## config.mk

```make
export PLATFORM = sky130hd
export DESIGN_NAME = snax_csr_router_flat
export DESIGN_NICKNAME = d
export VERILOG_FILES = /design/src/rtl/snax_csr_router_pkg.sv /design/src/rtl/snax_csr_router_if.sv /design/src/rtl/snax_csr_id_fifo.sv /design/src/rtl/snax_csr_router.sv /design/src/flat_wrapper.sv
export SDC_FILE = /design/constraint.sdc
export NUM_CORES = 1
export LEC_CHECK = 0
export BUFFER_PORTS_ARGS = -buffer_cell sky130_fd_sc_hd__buf_2
export CAP_MARGIN = 20
export CORE_AREA = 2 2 134 136
export DETAILED_ROUTE_END_ITERATION = 12
export DIE_AREA = 0 0 136 138
export GPL_TIMING_DRIVEN = 1
export PLACE_DENSITY = 0.64
export SETUP_SLACK_MARGIN = 0.2
export SLEW_MARGIN = 20
export SYNTH_ARGS = -nofsm -noshare
export SYNTH_HDL_FRONTEND = slang
export SYNTH_HIERARCHICAL = 1
export SYNTH_SLANG_ARGS = --single-unit
```

## constraint.sdc

```tcl
create_clock -name clk_i -period 5.6 [get_ports clk_i]
set_input_delay 0.84 -clock clk_i [delete_from_list [all_inputs] [get_ports clk_i]]
set_output_delay 0.84 -clock clk_i [all_outputs]
set_load 0.1 [all_outputs]
```

## src/rtl/snax_csr_router_pkg.sv

```systemverilog
// Shared definitions for the SNAX CSR router: CSR op encodings, the
// default SNAX request/response structs and the tracking-FIFO entry.
package snax_csr_router_pkg;

   localparam int unsigned IdWidth        = 5;
   localparam logic [31:0] CsrBaseDefault = 32'h0000_03c0;

   // data_op carries the RISC-V instruction; funct3 + opcode identify the CSR op
   localparam logic [31:0] CsrOpMask = 32'h0000_707f;
   localparam logic [31:0] OpCsrrw   = 32'h0000_1073;
   localparam logic [31:0] OpCsrrs   = 32'h0000_2073;
   localparam logic [31:0] OpCsrrc   = 32'h0000_3073;
   localparam logic [31:0] OpCsrrsi  = 32'h0000_6073;
   localparam logic [31:0] OpCsrrci  = 32'h0000_7073;

   typedef struct packed {
      logic [31:0]        data_op;
      logic [31:0]        data_arga;
      logic [31:0]        data_argb;
      logic [IdWidth-1:0] id;
   } snax_acc_req_t;

   typedef struct packed {
      logic [31:0]        data;
      logic [IdWidth-1:0] id;
      logic               error;
   } snax_acc_rsp_t;

   // One outstanding request: who asked, which channel, and whether it missed
   typedef struct packed {
      logic [IdWidth-1:0] id;
      logic [2:0]         ch;
      logic               err;
   } track_entry_t;

   // Set/clear ops only read-modify the CSR bits; everything else writes
   function automatic logic csr_is_write(input logic [31:0] op);
      logic [31:0] masked;
      masked = op & CsrOpMask;
      return !((masked == OpCsrrs) || (masked == OpCsrrsi) ||
               (masked == OpCsrrc) || (masked == OpCsrrci));
   endfunction

endpackage

```

## src/rtl/snax_csr_router_if.sv

```systemverilog
// SNAX accelerator request/response channel bundle.
interface snax_csr_router_if #(
   parameter type acc_req_t = snax_csr_router_pkg::snax_acc_req_t,
   parameter type acc_rsp_t = snax_csr_router_pkg::snax_acc_rsp_t
);
   logic     qvalid;
   logic     qready;
   acc_req_t req;
   logic     pvalid;
   logic     pready;
   acc_rsp_t resp;

   modport master (output qvalid, req, pready, input qready, pvalid, resp);
   modport slave  (input qvalid, req, pready, output qready, pvalid, resp);
endinterface

```

## src/rtl/snax_csr_id_fifo.sv

```systemverilog
// In-order tracking FIFO for outstanding CSR requests.
module snax_csr_id_fifo #(
   parameter int unsigned Width = 9,
   parameter int unsigned Depth = 4
) (
   input  logic             clk_i,
   input  logic             rst_i,
   input  logic             push_i,
   input  logic [Width-1:0] data_i,
   input  logic             pop_i,
   output logic [Width-1:0] data_o,
   output logic             full_o,
   output logic             empty_o
);
   localparam int unsigned PtrW = $clog2(Depth);
   localparam int unsigned CntW = PtrW + 1;

   logic [Width-1:0] mem_r [Depth];
   logic [PtrW-1:0]  wptr_r;
   logic [PtrW-1:0]  rptr_r;
   logic [CntW-1:0]  count_r;
   logic             push_s;
   logic             pop_s;

   assign full_o  = (count_r == CntW'(Depth));
   assign empty_o = (count_r == CntW'(0));
   assign push_s  = push_i && !full_o;
   assign pop_s   = pop_i && !empty_o;
   assign data_o  = mem_r[rptr_r];

   // Pointers wrap naturally (Depth is a power of two); count tracks occupancy
   always_ff @(posedge clk_i or posedge rst_i) begin
      if (rst_i) begin
         wptr_r  <= '0;
         rptr_r  <= '0;
         count_r <= '0;
      end else begin
         if (push_s) wptr_r <= wptr_r + PtrW'(1);
         if (pop_s)  rptr_r <= rptr_r + PtrW'(1);
         case ({push_s, pop_s})
            2'b10:   count_r <= count_r + CntW'(1);
            2'b01:   count_r <= count_r - CntW'(1);
            default: count_r <= count_r;
         endcase
      end
   end

   // Entry storage; contents are don't-care while empty so no reset needed
   always_ff @(posedge clk_i) begin
      if (push_s) mem_r[wptr_r] <= data_i;
   end

endmodule

```

## src/rtl/snax_csr_router.sv

```systemverilog
// Routes SNAX CSR accesses to per-accelerator CSR channels by address window
// and returns responses in acceptance order through one output register.
module snax_csr_router
   import snax_csr_router_pkg::*;
#(
   parameter int unsigned NumChannels    = 2,
   parameter logic [31:0] CsrBase        = CsrBaseDefault,
   parameter int unsigned CsrsPerChannel = 16,
   parameter int unsigned IdFifoDepth    = 4,
   parameter type         acc_req_t      = snax_acc_req_t,
   parameter type         acc_rsp_t      = snax_acc_rsp_t
) (
   input  logic                   clk_i,
   input  logic                   rst_i,
   snax_csr_router_if.slave       snax,
   output logic [31:0]            csr_req_data_o [NumChannels],
   output logic [31:0]            csr_req_addr_o [NumChannels],
   output logic [NumChannels-1:0] csr_req_write_o,
   output logic [NumChannels-1:0] csr_req_valid_o,
   input  logic [NumChannels-1:0] csr_req_ready_i,
   input  logic [NumChannels-1:0] csr_rsp_valid_i,
   input  logic [31:0]            csr_rsp_data_i [NumChannels],
   output logic [NumChannels-1:0] csr_rsp_ready_o
);
   localparam int unsigned ChShift    = $clog2(CsrsPerChannel);
   localparam logic [31:0] LocalMask  = 32'(CsrsPerChannel - 1);
   localparam int unsigned EntryWidth = $bits(track_entry_t);

   acc_req_t               req_s;
   acc_rsp_t               resp_r;
   logic                   pvalid_r;
   logic [31:0]            off_s;
   logic [31:0]            ch_wide_s;
   logic [2:0]             ch_s;
   logic                   in_range_s;
   logic                   write_s;
   logic                   sel_ready_s;
   logic                   qready_s;
   logic                   accept_s;
   logic                   fifo_full_s;
   logic                   fifo_empty_s;
   track_entry_t           push_entry_s;
   logic [EntryWidth-1:0]  head_raw_s;
   track_entry_t           head_s;
   logic                   out_free_s;
   logic                   head_valid_s;
   logic [31:0]            head_data_s;
   logic                   load_s;

   assign req_s = snax.req;

   // Address decode: window offset, target channel and range check
   always_comb begin
      off_s      = req_s.data_argb - CsrBase;
      ch_wide_s  = off_s >> ChShift;
      in_range_s = (req_s.data_argb >= CsrBase) && (ch_wide_s < 32'(NumChannels));
      ch_s       = ch_wide_s[2:0];
      write_s    = csr_is_write(req_s.data_op);
   end

   // Fan the request out; only the decoded channel sees valid
   always_comb begin
      sel_ready_s = 1'b0;
      for (int i = 0; i < NumChannels; i++) begin
         csr_req_data_o[i]  = req_s.data_arga;
         csr_req_addr_o[i]  = off_s & LocalMask;
         csr_req_write_o[i] = write_s;
         if (in_range_s && (ch_s == 3'(i))) begin
            csr_req_valid_o[i] = snax.qvalid && !fifo_full_s;
            sel_ready_s        = csr_req_ready_i[i];
         end else begin
            csr_req_valid_o[i] = 1'b0;
         end
      end
      // qready must not depend on qvalid; misses are absorbed locally
      qready_s = !fifo_full_s && (!in_range_s || sel_ready_s);
   end

   assign snax.qready  = qready_s;
   assign accept_s     = snax.qvalid && qready_s;
   assign push_entry_s = '{id: req_s.id, ch: ch_s, err: !in_range_s};

   snax_csr_id_fifo #(
      .Width (EntryWidth),
      .Depth (IdFifoDepth)
   ) i_id_fifo (
      .clk_i   (clk_i),
      .rst_i   (rst_i),
      .push_i  (accept_s),
      .data_i  (push_entry_s),
      .pop_i   (load_s),
      .data_o  (head_raw_s),
      .full_o  (fifo_full_s),
      .empty_o (fifo_empty_s)
   );

   assign head_s     = track_entry_t'(head_raw_s);
   assign out_free_s = !pvalid_r || snax.pready;

   // Only the channel owning the head entry may hand over its response
   always_comb begin
      head_valid_s = 1'b0;
      head_data_s  = 32'h0000_0000;
      for (int i = 0; i < NumChannels; i++) begin
         csr_rsp_ready_o[i] = 1'b0;
         if (head_s.ch == 3'(i)) begin
            head_valid_s = csr_rsp_valid_i[i];
            head_data_s  = csr_rsp_data_i[i];
            if (!fifo_empty_s && !head_s.err) begin
               csr_rsp_ready_o[i] = out_free_s;
            end else begin
               csr_rsp_ready_o[i] = 1'b0;
            end
         end
      end
      if (fifo_empty_s) begin
         load_s = 1'b0;
      end else if (head_s.err) begin
         load_s = out_free_s;
      end else begin
         load_s = out_free_s && head_valid_s;
      end
   end

   // Response output register; payload held until the core takes it
   always_ff @(posedge clk_i or posedge rst_i) begin
      if (rst_i) begin
         pvalid_r <= 1'b0;
         resp_r   <= '0;
      end else if (load_s) begin
         pvalid_r     <= 1'b1;
         resp_r.data  <= head_s.err ? 32'h0000_0000 : head_data_s;
         resp_r.id    <= head_s.id;
         resp_r.error <= head_s.err;
      end else if (snax.pready) begin
         pvalid_r <= 1'b0;
      end else begin
         pvalid_r <= pvalid_r;
      end
   end

   assign snax.pvalid = pvalid_r;
   assign snax.resp   = resp_r;

endmodule
```

## src/flat_wrapper.sv

```systemverilog
// flat-port wrapper written by rule: the top's interface ports become plain ports
module snax_csr_router_flat import snax_csr_router_pkg::*;
#(
   parameter int unsigned NumChannels    = 2,
   parameter logic [31:0] CsrBase        = CsrBaseDefault,
   parameter int unsigned CsrsPerChannel = 16,
   parameter int unsigned IdFifoDepth    = 4,
   parameter type         acc_req_t      = snax_acc_req_t,
   parameter type         acc_rsp_t      = snax_acc_rsp_t
)
  (clk_i, rst_i, csr_req_data_o, csr_req_addr_o, csr_req_write_o, csr_req_valid_o, csr_req_ready_i, csr_rsp_valid_i, csr_rsp_data_i, csr_rsp_ready_o, snax_qvalid, snax_req, snax_pready, snax_qready, snax_pvalid, snax_resp);
  snax_csr_router_if #(.acc_req_t(acc_req_t), .acc_rsp_t(acc_rsp_t)) snax_i ();
  input  logic clk_i;
  input  logic rst_i;
  output logic [31:0] csr_req_data_o[NumChannels];
  output logic [31:0] csr_req_addr_o[NumChannels];
  output logic [NumChannels-1:0] csr_req_write_o;
  output logic [NumChannels-1:0] csr_req_valid_o;
  input  logic [NumChannels-1:0] csr_req_ready_i;
  input  logic [NumChannels-1:0] csr_rsp_valid_i;
  input  logic [31:0] csr_rsp_data_i[NumChannels];
  output logic [NumChannels-1:0] csr_rsp_ready_o;
  input wire logic [$bits(snax_i.qvalid)-1:0] snax_qvalid;
  input wire logic [$bits(snax_i.req)-1:0] snax_req;
  input wire logic [$bits(snax_i.pready)-1:0] snax_pready;
  output wire logic [$bits(snax_i.qready)-1:0] snax_qready;
  output wire logic [$bits(snax_i.pvalid)-1:0] snax_pvalid;
  output wire logic [$bits(snax_i.resp)-1:0] snax_resp;
  assign snax_i.qvalid = snax_qvalid;
  assign snax_i.req = snax_req;
  assign snax_i.pready = snax_pready;
  assign snax_qready = snax_i.qready;
  assign snax_pvalid = snax_i.pvalid;
  assign snax_resp = snax_i.resp;
  snax_csr_router #(.NumChannels(NumChannels), .CsrBase(CsrBase), .CsrsPerChannel(CsrsPerChannel), .IdFifoDepth(IdFifoDepth), .acc_req_t(acc_req_t), .acc_rsp_t(acc_rsp_t)) u_core (.clk_i(clk_i), .rst_i(rst_i), .snax(snax_i), .csr_req_data_o(csr_req_data_o), .csr_req_addr_o(csr_req_addr_o), .csr_req_write_o(csr_req_write_o), .csr_req_valid_o(csr_req_valid_o), .csr_req_ready_i(csr_req_ready_i), .csr_rsp_valid_i(csr_rsp_valid_i), .csr_rsp_data_i(csr_rsp_data_i), .csr_rsp_ready_o(csr_rsp_ready_o));
endmodule
```

Yosys cells after proc, flatten, opt, wreduce, memory -nomap -nowiden:

Memories as Yosys holds them, arrays and structs flattened.
Cells that the tools add are included.

* flip-flop bits (word level): 46
* memory bits (writable): 36
* input bits: 173
* output and inout port bits: 174
* logic and storage cells: 69
* memories kept: 1

Memory list
* u_core.i_id_fifo.mem_r: words 4, width 9, rd ports 1, clocked after Yosys merged registers in 0, wr ports 1, line snax_csr_id_fifo.sv:18 `logic [Width-1:0] mem_r [Depth];`

* add/sub/neg operators: 5
* magnitude comparators: 2
* eq/ne operators: 9
* mux-type cells: 19
* reduce and logical (&&, ||, !) cells: 26

Operators with widths (count)
* $mux 32: 3
* $ge 32x10->1 const B: 1
* $sub 32x10->32 const B: 1
* $lt 28x2->1 const B: 1
* $eq 10x10->1 const B: 2
* $eq 10x9->1 const B: 2
* $mux 1: 15
* $logic_and 1x1->1: 10
* $logic_not 3->1: 3
* $eq 3x1->1 const B: 2
* $logic_not 1->1: 6
* $pmux 3 s2: 1
* $logic_or 1x1->1: 5
* $add 2x1->2 const B: 2
* $reduce_bool 2->1: 2
* $add 3x1->3 const B: 1
* $eq 3x3->1 const B: 1
* $sub 3x1->3 const B: 1
* $eq 2x1->1 const B: 1
* $eq 2x2->1 const B: 1

Logic depth before layout (Yosys ltp):

Gate-level depths: netlist of run 1.

* depth in word-level cells: 12
* gate-level depth with buffers: 15
* mapped depth without buffers: 13

Cells and area by module:

The synthesis of run 1 kept the hierarchy.

By module, submodules not included
* snax_csr_router: times used 1, cells an instance 344, area an instance 3025.4 um2, seq. area each 975.9 um2
* snax_csr_id_fifo: times used 1, cells an instance 85, area an instance 1742.9 um2, seq. area each 1256.2 um2

Least setup slack after synthesis of run 1:

No wires, ideal clock.

* path kind: register -> output
* start point: register u_core.i_id_fifo.rptr_r[0]
* end point: output csr_rsp_ready_o[1]
* arrival time: 3986 ps
* required time: 4760 ps
* path slack: 774 ps
* cell stages (with the launch flop): 6
* path buffers: 2
* cells stage by stage: dfrtp_1 buf_4 mux4_2 nor3b_2 clkbuf_1 nor3b_1

* elaborated cells between the ends (all ways): 6
* classes of those cells: eq/ne (1); mux (2); reduce/logical (2); memory (1)

RTL lines
* start: declaration: line snax_csr_id_fifo.sv:20 `logic [PtrW-1:0] rptr_r;`
* start signal: assignment: line snax_csr_id_fifo.sv:39 `if (pop_s) rptr_r <= rptr_r + PtrW'(1);`
* $mem_v2 4x9
* via u_core.head_raw_s[2]: line snax_csr_router.sv:43 `logic [EntryWidth-1:0] head_raw_s;`
* $eq 3x1->1: line snax_csr_router.sv:106 `if (head_s.ch == 3'(i)) begin`
* $mux 1: line snax_csr_router.sv:106
* end: declaration: line flat_wrapper.sv:22 `output logic [NumChannels-1:0] csr_rsp_ready_o;`

The timed path passes the listed nets, and every way through them passes these cells.

Final worst setup path of run 1:

Same ends and word-level chain as after synthesis.

==> results of run 1 <==
kinds of logic (layout without fill, tap and decap cells):
logic type / after synthesis / after routing / synth area share
compound gates: 75 / 75 / 0.107
other cells: 1 / 56 / 0.000786
simple gates: 85 / 85 / 0.104
buf+inv: 155 / 188 / 0.226
fa+ha+maj: 7 / 7 / 0.0197
flops: 82 / 82 / 0.468
xor+xnor: 7 / 7 / 0.0129
mux: 17 / 17 / 0.0617
worst paths after layout:
kind	cells past startpoint	endpoint
hold / removal	2	u_core/i_id_fifo/rptr_r[0]
setup / recovery	5	csr_rsp_ready_o[1]
setup reg to reg	13	u_core/i_id_fifo/count_r[2]
max in group asynchronous	2	u_core/snax.resp[23]
min in group clk_i	2	u_core/snax.resp[29]
hold reg to reg	2	u_core/snax.resp[29]
cell type report:
type | count | area [um^2] | share of cell area
flip-flops and latches | 82 | 2230 | 0.414
multi-input cells | 247 | 1690 | 0.313
clock buffers | 9 | 225 | 0.0417
inverters | 10 | 37.5 | 0.00696
repair buffers | 162 | 848 | 0.157
well taps | 229 | 287 | 0.0531
clock inverters | 7 | 76.3 | 0.0141
critical path, stage by stage (launching register included):
cell and delay [ns]:
dfrtp_1 0.76, mux4_2 0.66, nor3b_4 0.20, buf_4 0.36, nor3b_1 0.23, buf_2 0.46
sequential cells by signal, summed over array words and instances (netlist names):
name,count
u_core/i_id_fifo/wptr_r,2
u_core/snax.resp,38
u_core/i_id_fifo/rptr_r,2
u_core/snax.pvalid,1
u_core/i_id_fifo/count_r,3
u_core/i_id_fifo/mem_r,36
cell usage in the layout, fill, tap and decap left out, drive strengths merged, types with 4 or more instances in the layout:
cell type and count:
mux2 6, dfrtp 46, a22oi 32, nand2b 4, nor3 5, nor4 4, nand2 38, buf 162
ha 5, o21ai 34, xor2 4, clkbuf 9, or2 5, conb 56, mux4 9, and2 4
edfxtp 36, inv 15, nor2 9, nor3b 4
layer usage:
metal	global-route usage	share of wire	routed length (um)	vias to the layer above
li1	-	-	-	1485
met1	0.124	0.41	4070	1448
met2	0.156	0.45	4470	183
met3	0.0436	0.12	1170	12
met4	0.0356	0.016	153	0
met5	0	0	0	-
per-stage QoR:
stage	power [mW]	setup slack [ns]	cell area [um^2]	utilization
finish	2.89	1.73	5400	0.308
global route	3.04	1.47	5400	0.308
CTS	2.89	1.33	5350	0.305
detailed placement	2.29	1.35	5050	0.288
global placement	2.27	1.38	5050	0.288
floorplan	2.28	0.774	4970	-
cells in the mapped netlist, drive strengths merged (2+ instances only):
cell type / count
o21ai: 34
nand2b: 4
nor2b: 2
or2: 5
mux2i: 2
nor2: 9
buf: 134
xnor2: 3
ha: 5
nand2: 38
dfrtp: 46
nor4: 4
nor3: 5
and2: 4
edfxtp: 36
xor2: 4
clkbuf: 11
inv: 10
mux2: 6
mux4: 9
o31ai: 2
nand4: 2
a2111oi: 2
a22o: 2
nand3: 3
nor3b: 4
a22oi: 32
power groups by stage:
| stage | combinational (mW) | clock [mW] | sequential (mW) |
|---|---|---|---|
| final | 1.44 | 0.586 | 0.865 |
| after global routing | 1.52 | 0.636 | 0.887 |
| after CTS | 1.41 | 0.611 | 0.871 |
| after detailed placement | 1.41 | 0 | 0.882 |
| after global placement | 1.40 | 0 | 0.876 |
| after floorplan | 1.06 | 0 | 1.21 |
==> summary.md, run 1 <==
| Metric | Value |
|---|---|
| Status | complete, no violations |
| Cells taking the most area after synthesis | dfrtp_1 24%, edfxtp_1 23%, buf_4 21% |
| Critical path startpoint category | register |
| Vias per Instance | 4.19 |
| Top cell type's share of synthesized area | 0.241 |
| Initial drt markers | 98 |
| Setup CP Type | register to primary output |
| TritonCTS clock tree | built |
| Via count | 3,128 |
| Vias in the first global route | 2,795 |
| Worst Path Required | 4.76 ns |
| VDD IR-drop max | 0.000426 V |
| Synth Cell Area | 4770 um^2 |
| Io pins | 347 |
| Power Dens Cells | 535 nW/um^2 |
| Layout area overhead | 13.1% |
| Most used DFF post-synth | dfrtp_1 |
| EDFF count, synth | 36 |
| Clk pwr share | 0.203 |
| H-tree levels | 3 |
| First-pass GRT wire length | 14,600 um |
| Crit path arrival time | 3.03 ns |
| Post-synth cell types | 49 |
| Wire length per cell | 13.2 um |
| Crit-path max FO | 34 |
| Max-cap viol count | 0 |
| Post CTS Setup Buffer Count | 0 |
| Core region area | 17,500 um^2 |
| Hold buffers post-CTS | 0 |
| Seq/Total Area, Yosys | 0.468 |
| Synth Warn # | 6 |
| Overall global routing resource usage | 0.100 |
| RSZ-0062 raised after global routing | false |
| Clk sinks | 82 |
| Final clock skew | 0.0109 ns |
| Post-synth ARST share | 0.561 |
| Site Rows | 49 |
| Switching Share | 0.488 |
| Drt drc | 0 |
| Leakage | 2.40 nW |
| P_sw | 1.41 mW |
| Final Instance Count excl. Fillers | 746 |
| Comb power frac | 0.498 |
| Final setup viols | 0 |
| Setup crit start | u_core/i_id_fifo/rptr_r[0] |
| Initial antenna violation count | 0 |
| Final Wtd Congestion | 0.727 |
| Hold Worst Slack | 0.455 ns |
| Layout cells sized above 1 | 0.404 |
| N_diodes | 0 |
| Setup_tns | 0 ns |
| Crit end category | primary output |
| Global route overflow | 0 |
| TritonCTS Buffers | 9 |
| Post-DP HPWL | 7430 um |
| CTS clk-pin slew, worst paths | 0.07 ns |
| Fin. max-slew vios | 0 |
| WL final | 9860 um |
| Minimum clock period | 3.87 ns |
| R2R Path Start | u_core/i_id_fifo/rptr_r[0] |
| Post-DRT Antenna Nets | 0 |
| Post-Place Cells | 728 |
| FF+latch count, synth | 82 |
| Total Die Area | 18,800 um^2 |
| Slew HR | 0.447 |
| Leading area contributor after synthesis | dfrtp_1 |
| P_int | 1.48 mW |
| Resized cells post-CTS | 0 |
| Worst-case clock buffer depth | 2 |
| Min-delay worst type | primary input to asynchronous set/reset pin |
| Chip Width | 136 um |
| Worst-Margin Slew | 0.829 ns |
| Endpoints failing hold | 0 |
| CTS Root Cell | clkbuf_16 |
| FMAX | 0.259 GHz |
| Largest net degree at the start of global routing | 40 |
| Port bufs | 158 |
| Syn avg cell area | 11.1 um^2 |
| Worst-Skew Late Latency | 0.34 ns |
| Nets | 691 |
| Fillers | 1,809 |
| Die Ht | 138 um |
| Detailed Routing Iterations Pass 1 | 4 |
| Synth Instances | 429 |
| Reg2reg setup slack | 1.74 ns |
| Flop pwr share | 0.300 |
| Crit share post-route | 0.691 |
| Starting Density | 0.272 |
Note: power is estimated with default switching activity, not from simulation.
==> inputs of run 2 (changes only) <==
--- a/config.mk
+++ b/config.mk
@@ -5,13 +5,14 @@
 export SDC_FILE = /design/constraint.sdc
 export NUM_CORES = 1
 export LEC_CHECK = 0
+export ABC_AREA = 1
 export BUFFER_PORTS_ARGS = -buffer_cell sky130_fd_sc_hd__buf_2
 export CAP_MARGIN = 20
-export CORE_AREA = 2 2 134 136
+export CORE_AREA = 2 2 135 137
 export DETAILED_ROUTE_END_ITERATION = 12
-export DIE_AREA = 0 0 136 138
+export DIE_AREA = 0 0 137 139
 export GPL_TIMING_DRIVEN = 1
-export PLACE_DENSITY = 0.64
+export PLACE_DENSITY = 0.69
 export SETUP_SLACK_MARGIN = 0.2
 export SLEW_MARGIN = 20
 export SYNTH_ARGS = -nofsm -noshare
==> constraint.sdc (replaced) <==
create_clock -name clk_i -period 3.9 [get_ports clk_i]
set_input_delay 0.585 -clock clk_i [delete_from_list [all_inputs] [get_ports clk_i]]
set_output_delay 0.585 -clock clk_i [all_outputs]
set_load 0.1 [all_outputs]
==> run 2 against run 1 <==
Against the previous run: register-to-register slack got worse by 0.86 ns; clock skew shrank 0.0044 ns; global-route usage up 2.8 points; combinational power is 150% higher; critical path depth grew 2; critical endpoint unchanged; die area is 1.5% higher; synthesized cell count up 70%.
==> summary.md, run 2 <==
| Metric | Value |
|---|---|
| Status | complete, no violations |
| Via count | 4,514 (+44%) |
| Initial drt markers | 163 (+66%) |
| Finished Cell Area | 6240 um^2 (+16%) |
| R2R Path Start | u_core/i_id_fifo/rptr_r[1] |
| Worst-Margin Slew | 0.589 ns (-0.240 ns) |
| Total Die Area | 19,000 um^2 (+1.5%) |
| Final clock skew | 0.00652 ns (-0.00436 ns) |
| Setup_tns | 0 ns (unchanged) |
| Fin. max-slew vios | 0 (unchanged) |
| Setup CP Type | register to primary output |
| EDFF count, synth | 36 (unchanged) |
| Vias per Instance | 4.32 (+2.9%) |
| Worst Setup EP | csr_rsp_ready_o[1] |
| Detailed Routing Iterations Pass 1 | 4 (unchanged) |
| Leading area contributor after synthesis | dfrtp_1 |
| Total power | 5.79 mW (+100%) |
| Commonest non-fill, non-tap cell in the layout | nand2_1 |
| Port bufs | 158 (unchanged) |
| Io pins | 347 (unchanged) |
| Overall global routing resource usage | 0.129 (+0.0283) |
| Reg2reg setup slack | 0.88 ns (-0.86 ns) |
| Slew HR | 0.607 (+0.161) |
| Die Ht | 139 um (+0.72%) |
| FF-to-FF End | u_core/i_id_fifo/count_r[2] |
| Global route overflow | 0 (unchanged) |
| DP Area | 5920 um^2 (+17%) |
| Drt drc | 0 (unchanged) |
| Worst-Skew Late Latency | 0.34 ns (about the same) |
| Minimum clock period | 3.25 ns |
| Wire length per cell | 12.2 um (-7.5%) |
| Post-synth ARST share | 0.561 (unchanged) |
| Endpoints failing hold | 0 (unchanged) |
| RSZ-0062 raised after global routing | false |
| H-tree levels | 3 (unchanged) |
| Leakage | 3.14 nW (+31%) |
| Crit-path max FO | 33 (-2.9%) |
| Post CTS Setup Buffer Count | 0 (unchanged) |
| Seq/Total Area, Yosys | 0.397 (-0.0714) |
| Crit path arrival time | 2.66 ns (-0.37 ns) |
| Post-DP HPWL | 9910 um (+33%) |
| CTS clk-pin slew, worst paths | 0.07 ns (about the same) |
| Layout area overhead | 10.9% |
| First-pass GRT wire length | 19,300 um (+32%) |
| Hold buffers post-CTS | 0 (unchanged) |
| Final Instance Count excl. Fillers | 1,046 (+40%) |
| FMAX | 0.308 GHz |
| Clk sinks | 82 (unchanged) |
| FF+latch count, synth | 82 (unchanged) |
| Most instantiated library cell after synthesis | nand2_1 |
| Fillers | 1,865 (+3.1%) |
| Reg2reg path depth | 16 (+3) |
| Worst Path Required | 3.31 ns (-1.45 ns) |
| Post-Place Cells | 1,030 (+41%) |
| Final Wtd Congestion | 0.912 (+25%) |
| Site Rows | 49 (unchanged) |
| N_diodes | 0 (unchanged) |
| CTS Root Cell | clkbuf_16 |
| TritonCTS Buffers | 9 (unchanged) |
| Post-synth top cells | 170 x nand2_1, 130 x buf_4, 88 x inv_1 |
| Chip Width | 137 um (+0.74%) |
| Post-DRT Antenna Nets | 0 (unchanged) |
| Core region area | 17,700 um^2 (+0.70%) |
| Power Dens Cells | 927 nW/um^2 (+73%) |
| Synth Cell Area | 5630 um^2 (+18%) |
| Critical path startpoint category | register |
| Final setup viols | 0 (unchanged) |
| Max-cap viol count | 0 (unchanged) |
| TritonCTS clock tree | built |
| Initial antenna violation count | 1 (+1) |
| Vias in the first global route | 3,968 (+42%) |
| Syn avg cell area | 7.71 um^2 (-31%) |
| WL final | 12,800 um (+30%) |
| Setup crit start | u_core/i_id_fifo/rptr_r[1] |
| Largest net degree at the start of global routing | 73 (+83%) |
| Synth Instances | 730 (+70%) |
| Top cell type's share of synthesized area | 0.205 (-0.0368) |
| Post-synth cell types | 31 (-37%) |
| Cells taking the most area after synthesis | dfrtp_1 20%, edfxtp_1 19%, buf_4 17% |
| Min-delay worst type | primary input to asynchronous set/reset pin |
| Max reg flops | 38 (unchanged) |
| VDD IR-drop max | 0.000501 V (+18%) |
| Crit share post-route | 0.832 |
| Starting Density | 0.319 (+0.0467) |
| Layout cells sized above 1 | 0.266 (-0.139) |
| Synth Warn # | 6 (unchanged) |
| Nets | 991 (+43%) |
| Most frequent cells in the layout | 169 x nand2_1, 158 x buf_2, 88 x inv_1 |
| Resized cells post-CTS | 0 (unchanged) |
| Crit end category | primary output |
| Most used DFF post-synth | dfrtp_1 |
| Worst-case clock buffer depth | 2 (unchanged) |
-- run 2: cell types whose count changed after synthesis, sizes merged, moves of 18 or more --
cell,previous run,this run
nand2,38,178
inv,10,90
nand3,3,53
nor2,9,57
o21ai,34,70
a22oi,32,0
o211ai,1,19
-- run 2: cells by family (layout without fill, tap and decap cells) --
logic type / count (synthesis) / after routing / share of synthesized area
and+or+nand+nor: 302 / 302 / 0.239
buffers and inverters: 245 / 277 / 0.254
AOI/OAI and AO/OA: 92 / 92 / 0.0912
DFF: 82 / 82 / 0.397
adders and majority gates: 6 / 6 / 0.0147
xor gates and xnor gates: 2 / 2 / 0.00311
other: 1 / 56 / 0.000666
-- run 2: worst min path at each step --
stage | to | slack, ns | depth (start not counted)
floorplan | u_core/i_id_fifo/count_r[0] | 0.39 | 1
global placement | u_core/snax.resp[3] | 0.46 | 2
detailed placement | u_core/snax.resp[1] | 0.46 | 2
CTS | u_core/i_id_fifo/wptr_r[0] | 0.20 | 2
global route | u_core/i_id_fifo/rptr_r[0] | 0.21 | 2
finish | u_core/i_id_fifo/wptr_r[0] | 0.19 | 2
-- run 2: metal layers --
| layer | vias up | wire length [um] | global-route usage |
|---|---|---|---|
| met3 | 38 | 1290 | 0.0307 |
| met4 | 2 | 362 | 0.0657 |
| li1 | 2296 | - | - |
| met2 | 216 | 5800 | 0.216 |
| met5 | - | 7 | 0 |
| met1 | 1962 | 5330 | 0.152 |
-- run 2: critical path: stages, from the launching register on --
cell,delay [ns]
dfrtp_1,0.59
clkinv_1,0.39
o211ai_1,0.20
nand2_1,0.14
nand3b_1,0.20
buf_4,0.23
nor2_1,0.12
buf_2,0.44
-- run 2: cell type report --
| class | count | area (um^2) | area share |
|---|---|---|---|
| clock buffer | 9 | 225 | 0.0361 |
| clock inverter | 7 | 96.3 | 0.0154 |
| inverter | 92 | 345 | 0.0553 |
| multi-input combinational | 458 | 2180 | 0.350 |
| sequential | 82 | 2230 | 0.358 |
| tap | 229 | 287 | 0.0459 |
| timing repair buffer | 169 | 873 | 0.140 |
-- run 2: report_power, final --
part           switching [mW]  leakage [nW]  internal [mW]
registers               0.151         0.936           1.22
logic                    2.91          2.05          0.622
clock network           0.374         0.154          0.516
total                    3.43          3.14           2.36
-- run 2: metrics by stage --
step                      setup slack (ns)  hold slack (ns)  utilization
after global routing                 0.430            0.213        0.353
after floorplan                      0.478            0.388            -
after global placement               0.680            0.459        0.335
after detailed placement             0.625            0.461        0.335
after CTS                            0.582            0.198        0.353
final                                0.654            0.186        0.353
==> inputs of run 3 (changes only) <==
==> constraint.sdc (replaced) <==
create_clock -name clk_i -period 3.3 [get_ports clk_i]
set_input_delay 0.495 -clock clk_i [delete_from_list [all_inputs] [get_ports clk_i]]
set_output_delay 0.495 -clock clk_i [all_outputs]
set_load 0.1 [all_outputs]
==> run 3 against run 2 <==
Against the previous run: final cell count is 0.48% higher; largest power group unchanged; critical path depth is 7 higher; sequential share of layout area is 0.14 points lower; flip-flop and latch count stayed put; combinational power is 20% higher; sequential power is 17% higher; clock skew is 0.0022 ns lower; critical endpoint is now csr_req_valid_o[1].
==> summary.md, run 3 (synthesis gave the netlist of run 2 again) <==
| Metric | Value |
|---|---|
| TritonCTS clock tree | built |
| First-pass GRT wire length | 18,800 um (-2.2%) |
| Detailed Routing Iterations Pass 1 | 4 (unchanged) |
| Final Wtd Congestion | 0.909 (-0.27%) |
| Total Die Area | 19,000 um^2 (unchanged) |
| Via count | 4,551 (+0.82%) |
| Crit share post-route | 0.861 |
| Total power | 6.77 mW (+17%) |
| Core region area | 17,700 um^2 (unchanged) |
| WL final | 12,700 um (-1.0%) |
| VDD IR-drop max | 0.000812 V (+62%) |
| Largest net degree at the start of global routing | 73 (unchanged) |
| Final setup viols | 0 (unchanged) |
| Hold Worst Slack | 0.103 ns (-0.0829 ns) |
| Drt drc | 0 (unchanged) |
| Status | complete, no violations |
| H-tree levels | 3 (unchanged) |
| Initial antenna violation count | 1 (unchanged) |
| Crit end category | primary output |
| Post-DRT Antenna Nets | 0 (unchanged) |
| Worst-Margin Slew | 0.594 ns (+0.00539 ns) |
| Fillers | 1,819 (-2.5%) |
| Port bufs | 158 (unchanged) |
| Nets | 995 (+0.40%) |
| Setup crit start | snax_req[24] |
| Multi-input gate area | 2190 um^2 (+0.40%) |
| Die Ht | 139 um (unchanged) |
| Wire length per cell | 12.0 um (-1.5%) |
| Clk sinks | 82 (unchanged) |
| RSZ-0062 raised after global routing | false |
| Setup_tns | 0 ns (unchanged) |
| Reg2reg path depth | 16 (unchanged) |
| Site Rows | 49 (unchanged) |
| Setup CP Type | primary input to primary output |
| Max reg flops | 38 (unchanged) |
| Power Dens Cells | 1080 nW/um^2 (+17%) |
| Crit-path max FO | 3 (-91%) |
| Final Instance Count excl. Fillers | 1,051 (+0.48%) |
| Worst-Skew Late Latency | 0.33 ns (about the same) |
| Layout cells sized above 1 | 0.268 (+0.00236) |
| Worst Path Required | 2.80 ns (-0.51 ns) |
| Hold buffers post-CTS | 0 (unchanged) |
| Max-cap viol count | 0 (unchanged) |
| Leakage | 3.15 nW (+0.16%) |
| Critical path startpoint category | primary input |
| FF+latch area | 2230 um^2 (unchanged) |
| Slew HR | 0.604 (-0.00360) |
| Commonest non-fill, non-tap cell in the layout | nand2_1 |
| Post-DP HPWL | 10,100 um (+1.4%) |
| Starting Density | 0.319 (unchanged) |
| Overall global routing resource usage | 0.126 (-0.00262) |
| TritonCTS Buffers | 9 (unchanged) |
| Initial drt markers | 153 (-6.1%) |
| Chip Width | 137 um (unchanged) |
| CTS Root Cell | clkbuf_16 |
| Minimum clock period | 2.84 ns |
| FMAX | 0.352 GHz |
| Most frequent cells in the layout | 169 x nand2_1, 155 x buf_2, 87 x inv_1 |
| CTS clk-pin slew, worst paths | 0.06 ns (about the same) |
| Fin. max-slew vios | 0 (unchanged) |
| Io pins | 347 (unchanged) |
| Crit path arrival time | 2.35 ns (-0.31 ns) |
| Min-delay worst type | primary input to asynchronous set/reset pin |
| Endpoints failing hold | 0 (unchanged) |
| Final clock skew | 0.00429 ns (-0.00223 ns) |
| R2R Path Start | u_core/i_id_fifo/rptr_r[1] |
| Vias in the first global route | 3,908 (-1.5%) |
| Layout area overhead | 11.3% |
| Vias per Instance | 4.33 (+0.34%) |
| Post-Place Cells | 1,034 (+0.39%) |
| Global route overflow | 0 (unchanged) |
| Worst-case clock buffer depth | 2 (unchanged) |
run 3: repair_timing:
action / 4_1_cts / 5_1_grt
endpoints found under the setup margin: 0 / 2
resized for setup: 0 / 2
setup buffers: 0 / 0
run 3: where the power goes:
part	internal, mW	switching, mW
clock	0.522	0.415
sequential	1.44	0.163
combinational	0.766	3.47
run 3: critical path: stages:
cell	delay (ns)
buf_2	0.12
nor2_1	0.23
nand2_2	0.11
nor2_4	0.12
nand2_2	0.09
o21ai_1	0.17
nand2_1	0.08
nor2_2	0.11
nand3_2	0.08
nor2_4	0.12
buf_4	0.13
nand2_2	0.05
nor2_1	0.09
clkbuf_4	0.34
run 3: cell type report:
class	instances	area share
flip-flops and latches	82	0.356
multi-input cells	458	0.350
repair buffers	173	0.147
inverters	92	0.0551
well taps	229	0.0457
clock buffers	9	0.0360
clock inverters	7	0.00939
diodes	1	0.000400
run 3: final timing paths:
kind / slack, ns / endpoint
worst min register to register: 0.48 / u_core/snax.resp[1]
min in group clk_i: 0.36 / u_core/snax.pvalid
worst min-delay path: 0.10 / u_core/i_id_fifo/count_r[1]
worst max register to register: 0.59 / u_core/i_id_fifo/count_r[2]
worst max-delay path: 0.46 / csr_req_valid_o[1]
max in group asynchronous: 2.66 / u_core/snax.resp[14]
run 3: stage by stage:
stage                     setup WS, ns  utilization  cell area [um^2]
after floorplan                 0.0578            -              5850
after detailed placement         0.238        0.338              5970
after global routing             0.204        0.355              6260
after global placement           0.287        0.338              5970
final                            0.458        0.355              6260
after CTS                        0.323        0.354              6260
run 3: routing by layer:
metal  vias up  global-route usage  part of all wire
met5         -                   0                 0
met4         0              0.0602             0.033
met3        41              0.0391              0.12
met2       218               0.209              0.44
met1      1975               0.146              0.41
li1       2317                   -                 -
